===== src/rtl/prog_loader_if.sv =====
// Byte stream channel into the program loader: valid/ready handshake with one data byte.
// The source drives valid/data; the loader drives ready.
interface prog_loader_if #(
  parameter int DATA_W = 8
);
  logic              in_valid;
  logic [DATA_W-1:0] in_data;
  logic              in_ready;

  modport master (
    output in_valid,
    output in_data,
    input  in_ready
  );

  modport slave (
    input  in_valid,
    input  in_data,
    output in_ready
  );
endinterface


===== src/rtl/prog_loader.sv =====
// Boot loader for the 4-bit CPU: takes a length-prefixed, XOR-checksummed byte stream,
// writes it into instruction memory and releases the CPU only after a good checksum.
//
// state  | meaning
// IDLE   | after reset, waiting for start; CPU held
// HEADER | waiting for length byte N
// LOAD   | writing N instruction bytes to addr 0..N-1
// CHECK  | waiting for checksum byte
// DONE   | last load good; CPU running
// ERROR  | last load bad (length or checksum); CPU held
module prog_loader #(
  parameter int DEPTH  = 16,
  parameter int ADDR_W = 4,
  parameter int DATA_W = 8
) (
  input  logic              clk,
  input  logic              reset,
  input  logic              start,
  prog_loader_if.slave      s,
  output logic              im_we,
  output logic [ADDR_W-1:0] im_addr,
  output logic [DATA_W-1:0] im_wdata,
  output logic              cpu_hold,
  output logic              busy,
  output logic              done,
  output logic              err,
  output logic [ADDR_W:0]   loaded_len
);

  localparam logic [2:0] IDLE   = 3'd0;
  localparam logic [2:0] HEADER = 3'd1;
  localparam logic [2:0] LOAD   = 3'd2;
  localparam logic [2:0] CHECK  = 3'd3;
  localparam logic [2:0] DONE   = 3'd4;
  localparam logic [2:0] ERROR  = 3'd5;

  localparam logic [DATA_W-1:0] MAX_LEN = DATA_W'(DEPTH);

  logic [2:0]        state;
  logic [ADDR_W-1:0] addr;
  logic [ADDR_W:0]   len;
  logic [DATA_W-1:0] xor_acc;

  logic xfer;
  logic hdr_bad;
  logic last_byte;

  // ready is a pure state decode so an async reset drops it without a clock edge
  assign s.in_ready = (state == HEADER) || (state == LOAD) || (state == CHECK);
  assign xfer       = s.in_valid & s.in_ready;

  assign im_we    = xfer & (state == LOAD);
  assign im_addr  = addr;
  assign im_wdata = s.in_data;

  assign hdr_bad   = (s.in_data == '0) || (s.in_data > MAX_LEN);
  assign last_byte = ({1'b0, addr} == (len - (ADDR_W+1)'(1)));

  always_ff @(posedge clk or negedge reset) begin
    if (!reset) begin
      state      <= IDLE;
      addr       <= '0;
      len        <= '0;
      xor_acc    <= '0;
      cpu_hold   <= 1'b1;
      busy       <= 1'b0;
      done       <= 1'b0;
      err        <= 1'b0;
      loaded_len <= '0;
    end else begin
      case (state)
        IDLE: begin
          if (start) begin
            state <= HEADER;
            busy  <= 1'b1;
            done  <= 1'b0;
            err   <= 1'b0;
          end
        end
        HEADER: begin
          if (xfer) begin
            if (hdr_bad) begin
              state <= ERROR;
              busy  <= 1'b0;
              err   <= 1'b1;
            end else begin
              state   <= LOAD;
              len     <= s.in_data[ADDR_W:0];
              xor_acc <= s.in_data;
              addr    <= '0;
            end
          end
        end
        LOAD: begin
          if (xfer) begin
            xor_acc <= xor_acc ^ s.in_data;
            // addr stops at len-1 so it never wraps past the last word
            if (last_byte) begin
              state <= CHECK;
            end else begin
              addr <= addr + ADDR_W'(1);
            end
          end
        end
        CHECK: begin
          if (xfer) begin
            busy <= 1'b0;
            if (s.in_data == xor_acc) begin
              state      <= DONE;
              done       <= 1'b1;
              cpu_hold   <= 1'b0;
              loaded_len <= len;
            end else begin
              state <= ERROR;
              err   <= 1'b1;
            end
          end
        end
        DONE: begin
          if (start) begin
            state    <= HEADER;
            cpu_hold <= 1'b1;
            done     <= 1'b0;
            busy     <= 1'b1;
          end
        end
        ERROR: begin
          if (start) begin
            state <= HEADER;
            err   <= 1'b0;
            busy  <= 1'b1;
          end
        end
        default: begin
          state    <= IDLE;
          cpu_hold <= 1'b1;
          busy     <= 1'b0;
        end
      endcase
    end
  end

endmodule

===== src/flat_wrapper.sv =====
// flat-port wrapper written by rule: the top's interface ports become plain ports
module prog_loader_flat 
#(
  parameter int DEPTH  = 16,
  parameter int ADDR_W = 4,
  parameter int DATA_W = 8
)
  (clk, reset, start, im_we, im_addr, im_wdata, cpu_hold, busy, done, err, loaded_len, s_in_valid, s_in_data, s_in_ready);
  prog_loader_if #(.DATA_W(DATA_W)) s_i ();
  input  logic clk;
  input  logic reset;
  input  logic start;
  output logic im_we;
  output logic [ADDR_W-1:0] im_addr;
  output logic [DATA_W-1:0] im_wdata;
  output logic cpu_hold;
  output logic busy;
  output logic done;
  output logic err;
  output logic [ADDR_W:0] loaded_len;
  input wire logic [$bits(s_i.in_valid)-1:0] s_in_valid;
  input wire logic [$bits(s_i.in_data)-1:0] s_in_data;
  output wire logic [$bits(s_i.in_ready)-1:0] s_in_ready;
  assign s_i.in_valid = s_in_valid;
  assign s_i.in_data = s_in_data;
  assign s_in_ready = s_i.in_ready;
  prog_loader #(.DEPTH(DEPTH), .ADDR_W(ADDR_W), .DATA_W(DATA_W)) u_core (.clk(clk), .reset(reset), .start(start), .s(s_i), .im_we(im_we), .im_addr(im_addr), .im_wdata(im_wdata), .cpu_hold(cpu_hold), .busy(busy), .done(done), .err(err), .loaded_len(loaded_len));
endmodule

===== config.mk =====
export PLATFORM = sky130hd
export DESIGN_NAME = prog_loader_flat
export DESIGN_NICKNAME = d
export VERILOG_FILES = /design/src/rtl/prog_loader_if.sv /design/src/rtl/prog_loader.sv /design/src/flat_wrapper.sv
export SDC_FILE = /design/constraint.sdc
export NUM_CORES = 1
export LEC_CHECK = 0
export ABC_AREA = 1
export CELL_PAD_IN_SITES_DETAIL_PLACEMENT = 1
export CELL_PAD_IN_SITES_GLOBAL_PLACEMENT = 1
export CORE_MARGIN = 2
export CORE_UTILIZATION = 41
export CTS_BUF_LIST = sky130_fd_sc_hd__clkbuf_8
export CTS_CLUSTER_DIAMETER = 150
export DETAILED_ROUTE_END_ITERATION = 8
export PLACE_DENSITY = 0.88
export SYNTH_ARGS = -nofsm -noshare
export SYNTH_HDL_FRONTEND = slang
export SYNTH_SLANG_ARGS = --single-unit

===== constraint.sdc =====
create_clock -name clk -period 3 [get_ports clk]
set_clock_uncertainty 0.1 [all_clocks]
set_input_delay 0.3 -clock clk [delete_from_list [all_inputs] [get_ports clk]]
set_output_delay 0.3 -clock clk [all_outputs]
set_load 0.005 [all_outputs]

== Word-level counts from Yosys, hierarchy flattened ==
Index checks and enable logic that the tools add are counted.
W data, S select, Z words.
Storage, ports and cells
  bits of input ports: 12
  register bits after elaboration: 29
  output and inout port bits: 23
  logic and storage cells: 93
Cells by class
  mux-type cells: 34
  reductions and logical operators: 21
  $lt $le $gt $ge: 1
  add/sub/neg operators: 2
  bitwise operators: 6
  equal/unequal tests: 20
Operator list (count)
  $mux W8: 3
  $mux W3: 6
  $mux W4: 4
  $ne A2 B1 Y1 const B: 8
  $pmux W8 S2: 1
  $reduce_and A5 Y1: 3
  $mux W1: 14
  $pmux W3 S4: 1
  $reduce_and A4 Y1: 3
  $ne A2 B2 Y1 const B: 5
  $eq A8 B8 Y1: 1
  $gt A8 B5 Y1 const B: 1
  $logic_not A8 Y1: 1
  $pmux W4 S2: 1
  $xor A8 B8 Y8: 1
  $eq A3 B2 Y1 const B: 2
  $eq A3 B3 Y1 const B: 2
  $pmux W1 S3: 2
  $reduce_and A3 Y1: 2
  $reduce_and A6 Y1: 1
  $eq A4 B5 Y1: 1
  $sub A5 B1 Y5 const B: 1
  $add A4 B1 Y4 const B: 1
  $pmux W1 S4: 1
  11 further kinds: 18

== Depth between registers and ports, before layout ==
Gate-level depths: netlist of run 1.
  word-level depth: 6
  gate-level depth with buffers: 13
  mapped depth without buffers: 13

== Least setup slack after synthesis of run 1 ==
No wires, ideal clock.
  kind: flip-flop to flip-flop
  from: reg u_core.len[0]
  to: reg u_core.state[0]
  clock period less this slack: 1603 ps
  required time: 2784 ps
  cell stages (with the launch flop): 13
  library setup time: 116 ps
  path buffers: 0
  slack: 1397 ps
  arrival: 1387 ps
  path through: dfrtp_1 inv_1 ha_1 nand2_1 inv_1 nor2_1 nand3_1 nor2_1 nand2_1 nand2_1 nand2_1 nand2_1 nand2_1
Between the ends
  longest elaborated chain between the ends: 4
Ends and longest elaborated chain
  start, declared: line prog_loader.sv:41  | logic [ADDR_W:0] len;
  start signal, assigned: line prog_loader.sv:88  | len <= s.in_data[ADDR_W:0];
  $sub A5 B1 Y5: line prog_loader.sv:57  | assign last_byte = ({1'b0, addr} == (len - (ADDR_W+1)'(1)));
  $eq A4 B5 Y1: line prog_loader.sv:57
  $ne A2 B1 Y1 (no source line)
  $reduce_and A5 Y1 (no source line)
  end signal, assigned: line prog_loader.sv:61  | state <= IDLE;
  end signal, assigned: line prog_loader.sv:74  | state <= HEADER;
  end signal, assigned: line prog_loader.sv:83  | state <= ERROR;
  end, declared: line prog_loader.sv:39  | logic [2:0] state;
No other way between the ends.
A chain may end at the register's enable or synchronous reset.

== Final worst setup path of run 1 ==
  from: in s_in_data[5]
  to: reg u_core.addr[1] (netlist: u_core.im_addr[1])
Between the ends
  longest elaborated chain between the ends: 4
  elaborated cells on any way between the ends: 5
  those cells by class: 1 x order compare; 1 x eq/ne; 3 x reduce/logical
Ends and longest elaborated chain
  start, declared: line flat_wrapper.sv:22  | input wire logic [$bits(s_i.in_data)-1:0] s_in_data;
  $gt A8 B5 Y1 / $logic_not A8 Y1 (equally long branches): line prog_loader.sv:56  | assign hdr_bad = (s.in_data == '0) || (s.in_data > MAX_LEN);
  $logic_or A1 B1 Y1 (*): line prog_loader.sv:56
  $ne A2 B2 Y1 (no source line) (*)
  $reduce_and A5 Y1 (no source line) (*)
  end signal, assigned: line prog_loader.sv:101  | addr <= addr + ADDR_W'(1);
  end, declared: line prog_loader.sv:40  | logic [ADDR_W-1:0] addr;
Mark *: on every way between the ends. The rest lies on a longest branch, timed or not.

==> qor.yml, run 1 <==
min_path:
  hp-class: "input port to async pin"
run:
  max_cap_violations: 0
sta:
  finalMaxSlewViolations: 0
  final_hold_viol_count: 0
  setup-tns-final_ns: 0
  worst_slew_pin_slew_ns: 0.4897
  max_slew_margin_pct: 67.27
  rsz0062_at_grt: "false"
  max_freq_mhz: 471.2
  fin_ws_ns: 0.8777
  min_period_over_period_pct: 70.74
  fin_crit_ns: 2.122
  setup_viol: 0
  whs_ns: 0.3037
floorplan:
  dieArea_sq_um: 5173
  fp.dieW_um: 71.93
  row_count: 24
  core_sq_um: 4414
  num_io_pins: 35
  die_y_um: 71.93
  initial_core_util_pct: 42.86
finish:
  multiInputGateArea_sq_um: 934.6
  drive_above_1_share_pct: 6.270
  finalNetCount: 332
  regArea_sq_um: 726.9
  num_antenna_cells: 0
  layout_common_cells: "nand2_1 (118), inv_1 (39), clkdlybuf4s50_1 (34)"
  final_common_cell: "nand2_1"
  nFillCells: 595
  area_delta_synth_final_pct: 24.34
clock_network:
  clk_latency_ns: 0.29
  clock_path_buffers: 2
  clkTransAtPathRegs_ns: 0.07
  cts_max_level: 2
  ctsHoldBuffers: 0
  post_cts_buffers: 0
  numCtsBuffers: 5
  clock-sinks: 29
  cts_resized: 0
  cts_tree: "done"
  root_buffer: "clkbuf_8"
worst_setup_path:
  crit_buf_inv: 1
  cp-end-kind: "flop"
  worstPathMaxFanout: 19
  cp.arrival_ns: 2.19
  cp.required_ns: 3.07
  cp_slowest_cell: "clkdlybuf4s50_1"
  crit_family: "simple AND/OR/NAND/NOR gates"
  slowest_delay_ns: 0.48
  critPathKind: "input port to flop"
  crit_top_cell: "nand2_1"
  critPathLaunchType: "input port"
  path_cells: "clkdlybuf4s50_1 > nor3_1 > nand2_1 > a21boi_4 > nand2_1 > nand2_1 > nand2_1"
yosys:
  syn_area_per_cell_sq_um: 6.615
  synth-seq-cells: 29
  synth_cell_types: 27
  yosysSeqAreaShare_pct: 38.43
  ys_warn_count: 0
  netlist_instances: 286
  synth_edf_count: 0
  syn-num-nets: 300
  syn-cell-area_sq_um: 1892
  async_flop_share_pct: 100.0
  synth_ff_type: "dfrtp_1"
detailed_routing:
  post_drt_wl_per_cell_um: 13.27
  vias: 1871
  wl_um: 4925
  drt-initial-drc-count: 50
  ant_nets: 0
  drc: 0
  via_per_inst: 5.043
  drt-pass1-iter-count: 4
global_routing:
  antenna_found_initial: 0
  grt_max_degree: 30
  overflow: 0
  globalRouteTotalUtil_pct: 20.87
  grt_pass1_wl_um: 8569
  grt_pass1_vias: 1969
place:
  hpwl_um: 3611
  gp_congestion: 0.7842
  io_buffers: 34
  dp_slack_ns: 0.5943
pwr:
  irDropWorstVdd_v: 0.0003914
  power.density_nw_per_um2: 845.3
  p_leak_nw: 1.252
run_status:
  status: "complete, no violations"
==> per-stage QoR <==
stage	utilization (%)	area, sq um	instances	total power, mW
floorplan	-	1892	286	1.279
global placement	50.57	2232	363	1.511
detailed placement	50.57	2232	363	1.551
CTS	53.29	2352	371	2.013
global route	53.29	2352	371	2.173
finish	53.29	2352	371	1.988
==> state kept, by name, indices dropped and copies added, names as in the netlist <==
signal and count:
u_core.len 5, u_core.cpu_hold 1, u_core.im_addr 4, u_core.done 1, u_core.busy 1, u_core.state 3, u_core.xor_acc 8, u_core.err 1
u_core.loaded_len 5
==> synth_stat cells, types with 6 or more instances <==
| cell | instances | share of area (%) |
|---|---|---|
| buf_4 | 8 | 3.2 |
| inv_1 | 39 | 7.7 |
| nand2_1 | 118 | 23 |
| dfrtp_1 | 28 | 37 |
| o21ai_1 | 6 | 1.6 |
| o21ai_0 | 21 | 5.6 |
| nor2_1 | 22 | 4.4 |
| a21oi_1 | 6 | 1.6 |
| nand3_1 | 16 | 4.2 |
==> cell type report <==
cell class                 instances  share of cell area (%)
timing repair buffer              36                   15.11
clock inverter                     2                   1.596
inverter                          40                   6.383
tap                               52                   2.766
multi-input combinational        206                   39.73
sequential                        29                   30.90
clock buffer                       6                   3.511
==> final timing paths <==
check                                startpoint  depth (start not counted)  slack (ns)                 to
min in group clk                u_core.cpu_hold                          2        0.37    u_core.cpu_hold
max in group asynchronous                 reset                          2        2.17    u_core.cpu_hold
worst min-delay path                      reset                          2        0.30      u_core.len[4]
worst max register to register    u_core.len[0]                         11        1.08  u_core.im_addr[1]
worst min register to register  u_core.cpu_hold                          2        0.37    u_core.cpu_hold
worst max-delay path               s_in_data[5]                          7        0.88  u_core.im_addr[1]
==> where the power goes <==
| part | switching [mW] | internal (mW) | total, mW |
|---|---|---|---|
| Clock | 0.164 | 0.270 | 0.434 |
| Sequential | 0.116 | 0.514 | 0.630 |
| Combinational | 0.574 | 0.351 | 0.925 |
| Total | 0.854 | 1.13 | 1.99 |
==> cells by family (layout without fill, tap and decap cells) <==
group | count (synthesis) | in the layout | share of synthesized area (%)
buffers and inverters | 51 | 84 | 12.17
xor gates and xnor gates | 2 | 2 | 0.9261
AOI/OAI and AO/OA | 35 | 35 | 10.12
DFF | 29 | 29 | 38.43
and+or+nand+nor | 167 | 167 | 37.04
adders and majority gates | 2 | 2 | 1.323
==> per-layer routing <==
layer / routed length (um) / GRT usage [%] / up-vias
met5: 0 / 0 / -
li1: - / - / 947
met2: 2490 / 37.65 / 26
met1: 2250 / 25.33 / 892
met4: 59 / 6.080 / 0
met3: 126 / 3.889 / 6
Note: power is estimated with default switching activity, not from simulation.
==> inputs of run 2 (changes only) <==
CORE_UTILIZATION = 34   (was 41)
PLACE_DENSITY = 0.78   (was 0.88)
clock period = 1.9 ns   (was 3 ns; I/O delays follow)
==> run 2 against run 1 <==
Against the previous run:
- sequential power is 54% higher
- sequential share of layout area shrank 2.3 points
- register-to-register slack got worse by 0.94 ns
- total power increased by 72%
- combinational power rose by 91%
- sequential cell count unchanged
- routed wire length up 4.5%
- critical path type is now flop to primary output
- largest cell class unchanged
==> qor.yml, run 2 (same netlist as run 1, synthesis figures left out) <==
floorplan:
  row_count: 27  # was 24
  num_io_pins: 35  # unchanged
  dieArea_sq_um: 6177  # was 5173 sq um
  die_y_um: 78.60  # was 71.93 um
  fp.dieW_um: 78.60  # was 71.93 um
  core_sq_um: 5439  # was 4414 sq um
  initial_core_util_pct: 34.78  # was 42.86%
sta:
  min_period_over_period_pct: 93.78
  fin_crit_ns: 1.782
  setup_viol: 0  # unchanged
  fin_ws_ns: 0.1182  # was 0.8777 ns
  final_hold_viol_count: 0  # unchanged
  worst_slew_pin_slew_ns: 0.3895  # was 0.4897 ns
  rsz0062_at_grt: "true"  # was false
  max_slew_margin_pct: 74.03  # was 67.27%
  max_freq_mhz: 561.2
  finalMaxSlewViolations: 0  # unchanged
worst_setup_path:
  path_cells: "nor2_2 > nand2_2 > nor2_2 > clkdlybuf4s50_1"  # was clkdlybuf4s50_1 > nor3_1 > nand2_1 > a21boi_4 > nand2_1 > nand2_1 > nand2_1
  cp-end-kind: "primary output"  # was flop
  crit_top_cell: "nor2_2"  # was nand2_1
  path_depth: 4  # was 7
  crit_buf_inv: 1  # unchanged
  critPathLaunchType: "flop"  # was input port
  r2r-end: "u_core.im_addr[3]"  # was u_core.im_addr[1]
  worstPathMaxFanout: 4  # was 19
  startpoint: "u_core.state[2]"  # was s_in_data[5]
  reg2reg_from: "u_core.state[1]"  # was u_core.len[0]
  crit_family: "buffers and inverters"  # was simple AND/OR/NAND/NOR gates
  rrSetupSlack_ns: 0.14  # was 1.08 ns
  cp_slowest_cell: "clkdlybuf4s50_1"  # unchanged
  cp.required_ns: 1.61  # was 3.07 ns
  timing.critical_path.to: "im_we"  # was u_core.im_addr[1]
  slowest_delay_ns: 0.50  # was 0.48 ns
  r2r_cells: 9  # was 11
  cp.arrival_ns: 1.49  # was 2.19 ns
  critPathKind: "flop to primary output"  # was input port to flop
detailed_routing:
  ant_nets: 0  # unchanged
  wl_um: 5149  # was 4925 um
  drt-initial-drc-count: 47  # was 50
  drt-pass1-iter-count: 4  # unchanged
  via_per_inst: 4.661  # was 5.043
  drc: 0  # unchanged
  dr_wl_met3_um: 155  # was 126 um
  top_layer_used: "met4"  # unchanged
  vias: 1897  # was 1871
  post_drt_wl_per_cell_um: 12.65  # was 13.27 um
  wl_met1_um: 2425  # was 2250 um
  wl_met2_um: 2499  # was 2490 um
run:
  max_cap_violations: 0  # unchanged
clock_network:
  cts_max_level: 2  # unchanged
  clk_latency_ns: 0.28  # was 0.29 ns
  clock-sinks: 29  # unchanged
  clock_path_buffers: 2  # unchanged
  numCtsBuffers: 5  # unchanged
  root_buffer: "clkbuf_8"  # unchanged
  cts_tree: "done"  # unchanged
  clkTransAtPathRegs_ns: 0.07  # about the same
finish:
  layout_common_cells: "nand2_1 (113), inv_1 (36), clkdlybuf4s50_1 (34)"  # was nand2_1 (118), inv_1 (39), clkdlybuf4s50_1 (34)
  regArea_sq_um: 729.5  # was 726.9 sq um
  top_register: "u_core.xor_acc"  # unchanged
  area_delta_synth_final_pct: 34.92  # was 24.34%
  finalNetCount: 348  # was 332
  drive_above_1_share_pct: 15.52  # was 6.270%
  nFillCells: 714  # was 595
  final_common_cell: "nand2_1"  # unchanged
  num_antenna_cells: 0  # unchanged
  multiInputGateArea_sq_um: 974.7  # was 934.6 sq um
  final_cell_count_no_fill: 407  # was 371
  top_regs: "u_core.xor_acc (8), u_core.len (5), u_core.loaded_len (5)"  # unchanged
  largest_reg_flops: 8  # unchanged
pwr:
  power.density_nw_per_um2: 1342  # was 845.3 nW/um^2
  irDropWorstVdd_v: 0.0005758  # was 0.0003914 V
  p_leak_nw: 1.334  # was 1.252 nW
place:
  dp_slack_ns: -0.09056  # was 0.5943 ns
  dp.cells: 393  # was 363
  hpwl_um: 3812  # was 3611 um
  io_buffers: 34  # unchanged
  gp_congestion: 0.7658  # was 0.7842
run_status:
  status: "complete, no violations"  # unchanged
global_routing:
  globalRouteTotalUtil_pct: 17.74  # was 20.87%
  overflow: 0  # unchanged
  antenna_found_initial: 0  # unchanged
  grt_max_degree: 30  # unchanged
  grt_pass1_wl_um: 8742  # was 8569 um
  grt_pass1_vias: 1916  # was 1969
min_path:
  hp-class: "input port to async pin"  # unchanged
## run 2: cell types whose count changed in the layout (fill, tap and decap cells not counted), sizes merged
cell,before,now
buf,2,18
## run 2: repair_timing
| item | 4_1_cts | 5_1_grt |
|---|---|---|
| resized for setup | 5 | 12 |
| hold buffers | 0 | 0 |
| setup endpoints to repair | 1 | 18 |
| setup buffers | 2 | 4 |
| pin swaps | 1 | 6 |
## run 2: worst min-delay path by stage
stage	slack [ns]	from	to	depth (start not counted)
final	0.20	reset	u_core.loaded_len[4]	2
after global routing	0.22	reset	u_core.loaded_len[1]	2
after CTS	0.21	reset	u_core.loaded_len[1]	2
after detailed placement	0.36	u_core.cpu_hold	u_core.cpu_hold	2
after global placement	0.36	u_core.cpu_hold	u_core.cpu_hold	2
after floorplan	-0.21	reset	u_core.busy	0
## run 2: layout make-up
cell class	count	share of cell area, %
Multi-Input combinational cell	206	38.19
Sequential cell	29	28.58
Timing Repair Buffer	52	19.12
Inverter	40	5.882
Tap cell	72	3.529
Clock buffer	6	3.235
Clock inverter	2	1.471
## run 2: stage by stage
| step | power [mW] | hold WS (ns) | utilization, % | cell area [sq um] | setup TNS (ns) |
|---|---|---|---|---|---|
| 2_1_floorplan | 2.019 | -0.2056 | - | 1892 | 0 |
| 3_3_place_gp | 2.512 | 0.3587 | 43.11 | 2345 | -0.2898 |
| 3_5_place_dp | 2.582 | 0.3611 | 43.11 | 2345 | -0.4278 |
| 4_1_cts | 3.332 | 0.2069 | 45.73 | 2487 | 0 |
| 5_1_grt | 3.783 | 0.2163 | 46.93 | 2552 | -0.04574 |
| 6_report | 3.426 | 0.1983 | 46.93 | 2552 | 0 |
## run 2: power by group
group | switching (mW) | total [mW] | leakage, nW | internal, mW
sequential | 0.157 | 0.972 | 0.370 | 0.815
combinational | 1.01 | 1.77 | 0.906 | 0.761
clock | 0.259 | 0.685 | 0.0574 | 0.426
total | 1.42 | 3.43 | 1.33 | 2.00
## run 2: metal layers
| metal | GRT usage [%] | up-vias |
|---|---|---|
| li1 | - | 973 |
| met1 | 23.27 | 892 |
| met2 | 29.40 | 26 |
| met3 | 3.333 | 6 |
| met4 | 5.789 | 0 |
| met5 | 0 | - |
